`config.mk`:
```
export PLATFORM = sky130hd
export DESIGN_NAME = pe_chain_sched
export DESIGN_NICKNAME = d
export VERILOG_FILES = /design/src/rtl/pe_chain_sched_pkg.sv /design/src/rtl/pe_chain_sched_skew.sv /design/src/rtl/pe_chain_sched.sv
export SDC_FILE = /design/constraint.sdc
export NUM_CORES = 1
export LEC_CHECK = 0
export BUFFER_PORTS_ARGS = -buffer_cell sky130_fd_sc_hd__buf_2
export CAP_MARGIN = 30
export CORE_UTILIZATION = 55
export CTS_CLUSTER_DIAMETER = 120
export DETAILED_ROUTE_END_ITERATION = 16
export PLACE_DENSITY = 0.89
export SYNTH_ARGS = -nofsm -noshare
export SYNTH_HDL_FRONTEND = slang
export SYNTH_SLANG_ARGS = --single-unit
```
`constraint.sdc`:
```
create_clock -name clk_cal -period 3.91 [get_ports clk_cal]
set_input_delay 0.782 -clock clk_cal [delete_from_list [all_inputs] [get_ports clk_cal]]
set_output_delay 0.782 -clock clk_cal [all_outputs]
set_load 0.02 [all_outputs]
```
`src/rtl/pe_chain_sched_pkg.sv`:
```
// Shared constants and state encoding for the PE-chain sequencer.
package pe_chain_sched_pkg;

  localparam int DATA_SIZE = 8;
  localparam int K         = 5;
  localparam int ICH       = 1;
  localparam int CALCYCLE  = K * K * ICH;
  localparam int NPE       = 6;
  localparam int IDX_W     = $clog2(NPE);
  localparam int STEP_W    = $clog2(CALCYCLE);

  typedef enum logic [2:0] {
    ST_IDLE  = 3'd0,
    ST_CAL   = 3'd1,
    ST_FLUSH = 3'd2,
    ST_DRAIN = 3'd3,
    ST_DONE  = 3'd4
  } state_e;

endpackage

```
`src/rtl/pe_chain_sched_skew.sv`:
```
// Valid+data delay line; one instance per PE tap builds the weight skew.
module pe_skew_line #(
  parameter int W     = 8,
  parameter int DEPTH = 1
) (
  input  logic         clk_cal,
  input  logic         rst_cal,
  input  logic         vld_i,
  input  logic [W-1:0] data_i,
  output logic         vld_o,
  output logic [W-1:0] data_o
);

  logic [DEPTH-1:0]        vld_q;
  logic [DEPTH-1:0][W-1:0] data_q;

  always_ff @(posedge clk_cal or posedge rst_cal) begin
    if (rst_cal) begin
      vld_q  <= '0;
      data_q <= '0;
    end else begin
      vld_q[0]  <= vld_i;
      data_q[0] <= data_i;
      for (int i = 1; i < DEPTH; i++) begin
        vld_q[i]  <= vld_q[i-1];
        data_q[i] <= data_q[i-1];
      end
    end
  end

  assign vld_o  = vld_q[DEPTH-1];
  assign data_o = data_q[DEPTH-1];

endmodule

```
`src/rtl/pe_chain_sched.sv`:
```
// Sequencer for one chain of pass-through conv PEs: issues CALCYCLE beats per
// group, skews weights per PE, then flushes and drains results off the chain end.
module pe_chain_sched
  import pe_chain_sched_pkg::*;
#(
  parameter int NGROUP = 96,
  parameter int ADDR_W = 12
) (
  input  logic                        clk_cal,
  input  logic                        rst_cal,
  input  logic                        start,
  output logic                        busy,
  output logic                        done,
  input  logic                        src_rdy,
  output logic [ADDR_W-1:0]           w_addr,
  output logic [ADDR_W-1:0]           m_addr,
  output logic                        rd_en,
  input  logic [DATA_SIZE-1:0]        w_rdata,
  output logic                        pe_mvld,
  output logic [NPE-1:0]              pe_wvld,
  output logic [NPE*DATA_SIZE-1:0]    pe_wdata,
  output logic                        pe_shift,
  output logic                        res_vld,
  output logic [IDX_W-1:0]            res_idx,
  output logic [$clog2(NGROUP)-1:0]   grp_idx
);

  localparam int GRP_W = $clog2(NGROUP);

  state_e              state_q, state_d;
  logic [STEP_W-1:0]   step_q, step_d;
  logic [IDX_W-1:0]    cnt_q, cnt_d;
  logic [GRP_W-1:0]    grp_q, grp_d;
  logic [ADDR_W-1:0]   base_q, base_d;
  logic                issue;
  logic                mvld_q;
  logic [NPE-1:0]      vld_tap;
  logic [DATA_SIZE-1:0] data_tap [NPE];

  always_ff @(posedge clk_cal or posedge rst_cal) begin
    if (rst_cal) begin
      state_q <= ST_IDLE;
      step_q  <= '0;
      cnt_q   <= '0;
      grp_q   <= '0;
      base_q  <= '0;
      mvld_q  <= 1'b0;
    end else begin
      state_q <= state_d;
      step_q  <= step_d;
      cnt_q   <= cnt_d;
      grp_q   <= grp_d;
      base_q  <= base_d;
      mvld_q  <= issue;
    end
  end

  // cnt_q is shared: flush wait in FLUSH, drain position in DRAIN.
  always_comb begin
    state_d = state_q;
    step_d  = step_q;
    cnt_d   = cnt_q;
    grp_d   = grp_q;
    base_d  = base_q;
    issue   = 1'b0;
    case (state_q)
      ST_IDLE: begin
        if (start) begin
          step_d  = '0;
          cnt_d   = '0;
          grp_d   = '0;
          base_d  = '0;
          state_d = ST_CAL;
        end
      end
      ST_CAL: begin
        if (src_rdy) begin
          issue = 1'b1;
          if (step_q == STEP_W'(CALCYCLE - 1)) begin
            step_d  = '0;
            cnt_d   = '0;
            state_d = ST_FLUSH;
          end else begin
            step_d = step_q + 1'b1;
          end
        end
      end
      ST_FLUSH: begin
        if (cnt_q == IDX_W'(NPE - 1)) begin
          cnt_d   = '0;
          state_d = ST_DRAIN;
        end else begin
          cnt_d = cnt_q + 1'b1;
        end
      end
      ST_DRAIN: begin
        if (cnt_q == IDX_W'(NPE - 1)) begin
          cnt_d = '0;
          if (grp_q == GRP_W'(NGROUP - 1)) begin
            state_d = ST_DONE;
          end else begin
            grp_d   = grp_q + 1'b1;
            base_d  = base_q + ADDR_W'(CALCYCLE);
            state_d = ST_CAL;
          end
        end else begin
          cnt_d = cnt_q + 1'b1;
        end
      end
      ST_DONE: state_d = ST_IDLE;
      default: state_d = ST_IDLE;
    endcase
  end

  assign busy     = (state_q != ST_IDLE);
  assign done     = (state_q == ST_DONE);
  assign rd_en    = issue;
  assign w_addr   = ADDR_W'(step_q);
  assign m_addr   = base_q + ADDR_W'(step_q);
  assign res_vld  = (state_q == ST_DRAIN);
  assign res_idx  = res_vld ? (IDX_W'(NPE - 1) - cnt_q) : '0;
  // The last drain cycle has no shift, so the chain end keeps PE0's result.
  assign pe_shift = res_vld && (cnt_q != IDX_W'(NPE - 1));
  assign grp_idx  = grp_q;
  assign pe_mvld  = mvld_q;

  // Weight data for PE0 arrives with its valid; each later PE sees both one cycle later.
  assign vld_tap[0]  = mvld_q;
  assign data_tap[0] = w_rdata;

  for (genvar k = 1; k < NPE; k++) begin : g_skew
    pe_skew_line #(.W(DATA_SIZE), .DEPTH(1)) u_skew (
      .clk_cal (clk_cal),
      .rst_cal (rst_cal),
      .vld_i   (vld_tap[k-1]),
      .data_i  (data_tap[k-1]),
      .vld_o   (vld_tap[k]),
      .data_o  (data_tap[k])
    );
  end

  for (genvar k = 0; k < NPE; k++) begin : g_wdata
    assign pe_wdata[k*DATA_SIZE +: DATA_SIZE] = data_tap[k];
  end

  assign pe_wvld = vld_tap;

endmodule

```
==> metrics.txt <==
#FFs+latches synth 76; CTS tree yes; Max VDD drop 0.0003774 V; hold_sp g_skew[4].u_skew.data_o[3]$_DFF_PP0_; # setup viols final 0; IO Port Bufs 98; initial antenna violation count 0; FP Rows 28; crit-path max FO 6; Syn-to-layout area delta 15.90%; Startpoint Class register; Fmax 319.0 MHz; Synth Area per Inst 11.26 sq um; HP Class reg2reg; CTS root buf clkbuf_8; Tmin final 3135 ps; YS warnings 0; GRT Overall Usage 0.2167; Layout Skew 11.93 ps; DIE AREA 0.006630 sq mm; NetSw 1.262 mW; EDFF count, synth 0; DR vias/cell 5.462; TritonCTS sink count 76; Post-Syn Instances 308; vias in the first global route 2315; Gate power share 0.420; number of diodes 0; slew margin rel. 0.5808; fin nets 414; Setup CP Type reg2out; crit share post-route 0.8019; via count 2567; Slew @ Worst Pin 628.7 ps; Yosys cell types 54; Longest Clk Path Bufs 2; FF-to-FF path depth 5; IO Pins 106; Clock power frac 0.184; Worst EP arrival 2350 ps; Post-synth ARST share 1.000; Pwr per Cell Area 722.8 mW/mm^2; area of the multi-input gates 0.001296 sq mm; Hold Path Cell Cnt 0; Net Sw Frac 0.4343; R2R Setup Slk 1870 ps; global-route wire length before repair 10.73 mm; Setup crit end kind output pin; RSZ-0062 raised after global routing false; Final HPWL DP 4.891 mm; leakage 2.000 nW; largest net degree at the start of global routing 53; initial cell density of the core 0.5792; Worst R2R End base_q[1]$_DFFE_PP0P_; fraction of power consumed by sequential logic 0.397; synthesized area 0.003470 sq mm; Synth Flop Type dfrtp_1; final setup margin 774.8 ps; total grt overflow 0; critical path required time 3130 ps; Max Cap Viol 0; layout cell share with drive strength beyond 1 0.3089; die height 81.43 um; total power draw 2.906 mW; hold-fix buffers at CTS 0; total CTS buffers 9; reg2reg start grp_idx[0]$_DFFE_PP0P_; TritonRoute pass-1 iters 4; Placement Setup Slack 1129 ps; status completed; setup TNS 0 ps; Design Area, Final 0.004021 sq mm; Placed Instance Area 0.003847 sq mm; register area 0.001902 sq mm; Core ar. 0.005991 sq mm; Die W 81.43 um; H-tree depth 3; routability cong. 0.8164; Power Internal 1.644 mW; Final Max Tran Viols 0; wire length per cell 14.41 um; Post-CTS Setup Repair Bufs 0; final hold viol count 0; number of remaining DRC errors 0; clock slew at reported path FFs 70 ps; Initial DRC Count 142; worst skew pair latency 350 ps; CTS resizes 0; sequential element share of the synthesized area 0.5481; Routed Wire Length 6.773 mm; fill cell count 469; post-route ant nets 0; Worst Hold Path EP g_skew[5].u_skew.data_o[3]$_DFF_PP0_
[cell type report]
| type | instances | area share |
|---|---|---|
| Multi-Input combinational cell | 190 | 0.3223 |
| Clock buffer | 10 | 0.03174 |
| Sequential cell | 76 | 0.4729 |
| Tap cell | 75 | 0.02334 |
| Timing Repair Buffer | 99 | 0.1238 |
| Inverter | 14 | 0.01431 |
| Clock inverter | 6 | 0.01151 |
[layout by cell type (no fill, tap or decap), types with 8 or more instances in the layout]
cell | netlist | final
a21oi_1 | 15 | 15
dfrtp_1 | 76 | 76
buf_2 | 6 | 98
nor2_1 | 16 | 16
clkbuf_8 | 0 | 9
mux2i_1 | 8 | 8
inv_1 | 13 | 12
ha_1 | 11 | 11
nand3_1 | 12 | 12
nand2_1 | 17 | 17
a31oi_1 | 8 | 8
[layer usage]
| metal | GRT usage | up-vias | wire [um] |
|---|---|---|---|
| li1 | - | 1231 | - |
| met3 | 0.04889 | 15 | 349 |
| met1 | 0.2762 | 1237 | 2901 |
| met5 | 0 | - | 0 |
| met4 | 0.1071 | 0 | 134 |
| met2 | 0.3483 | 84 | 3387 |
[through the flow]
stage            util  hold slack [ps]  instances
3_3_place_gp   0.6422            351.6        454
2_1_floorplan       -            354.8        314
6_report       0.6713            367.5        470
5_1_grt        0.6713            380.2        470
4_1_cts        0.6713            370.2        470
3_5_place_dp   0.6422            353.0        454
[sequential cells by signal (all words and copies together) (netlist names)]
name / count
base_q: 12
g_skew.u_skew.data_o: 40
g_skew.u_skew.vld_o: 5
step_q: 5
grp_idx: 7
pe_mvld: 1
cnt_q: 3
state_q: 3
[synthesized netlist by cell type, types with 2 or more instances]
cell / number / area share
a211o_1: 3 / 0.0076
a21o_1: 6 / 0.013
a21oi_1: 15 / 0.022
a22o_1: 2 / 0.0050
a22oi_1: 2 / 0.0043
a31o_1: 2 / 0.0050
a31oi_1: 8 / 0.014
and2_1: 5 / 0.0090
and3_1: 7 / 0.013
buf_2: 6 / 0.0087
buf_4: 21 / 0.045
buf_6: 3 / 0.0097
clkbuf_1: 4 / 0.0043
dfrtp_1: 76 / 0.55
ha_1: 11 / 0.040
inv_1: 13 / 0.014
mux2i_1: 8 / 0.023
nand2_1: 17 / 0.018
nand2b_1: 3 / 0.0054
nand3_1: 12 / 0.017
nand4_1: 4 / 0.0072
nor2_1: 16 / 0.017
nor2b_1: 2 / 0.0036
nor3_1: 3 / 0.0043
nor3b_1: 4 / 0.0087
o211ai_1: 2 / 0.0043
o21ai_0: 4 / 0.0058
o21ai_1: 7 / 0.010
o221ai_1: 2 / 0.0050
o2bb2ai_1: 3 / 0.0076
o311ai_1: 2 / 0.0050
o31a_1: 2 / 0.0050
or3_1: 4 / 0.0072
xnor2_1: 6 / 0.015
xor2_1: 4 / 0.010
[worst max-delay path: stages (launching register included)]
cell      delay (ps)
dfrtp_1          440
ha_1             260
fa_1             400
a21o_1           180
a21o_1           180
and2_1           160
o221ai_1         190
buf_2            190
[cell families (layout without fill, tap and decap cells)]
| group | count (synthesis) | count (layout) | synth area share |
|---|---|---|---|
| AOI/OAI and AO/OA | 68 | 68 | 0.1403 |
| xor gates and xnor gates | 10 | 10 | 0.02524 |
| adders and majority gates | 12 | 12 | 0.04544 |
| buffers and inverters | 48 | 129 | 0.08475 |
| DFF | 76 | 76 | 0.5481 |
| muxes | 9 | 9 | 0.02633 |
| other | 1 | 7 | 0.001081 |
| and+or+nand+nor | 84 | 84 | 0.1287 |
[power groups by stage]
stage	sequential [mW]	combinational, mW	clock (mW)
2_1_floorplan	1.20	0.865	0
4_1_cts	1.15	1.22	0.547
3_5_place_dp	1.17	1.22	0
3_3_place_gp	1.15	1.19	0
5_1_grt	1.19	1.35	0.580
6_report	1.15	1.22	0.534
[worst max-delay path by stage]
stage                               start          to  slack [ps]  cells past startpoint
finish              step_q[0]$_DFFE_PP0P_  m_addr[10]         770                      7
global route        step_q[0]$_DFFE_PP0P_  m_addr[10]         650                      7
CTS                 step_q[0]$_DFFE_PP0P_  m_addr[10]         760                      7
detailed placement  step_q[0]$_DFFE_PP0P_  m_addr[10]        1130                      7
global placement    step_q[0]$_DFFE_PP0P_  m_addr[10]        1180                      7
floorplan           step_q[0]$_DFFE_PP0P_  m_addr[10]        1060                      6
Power figures use the tool's default switching activity.
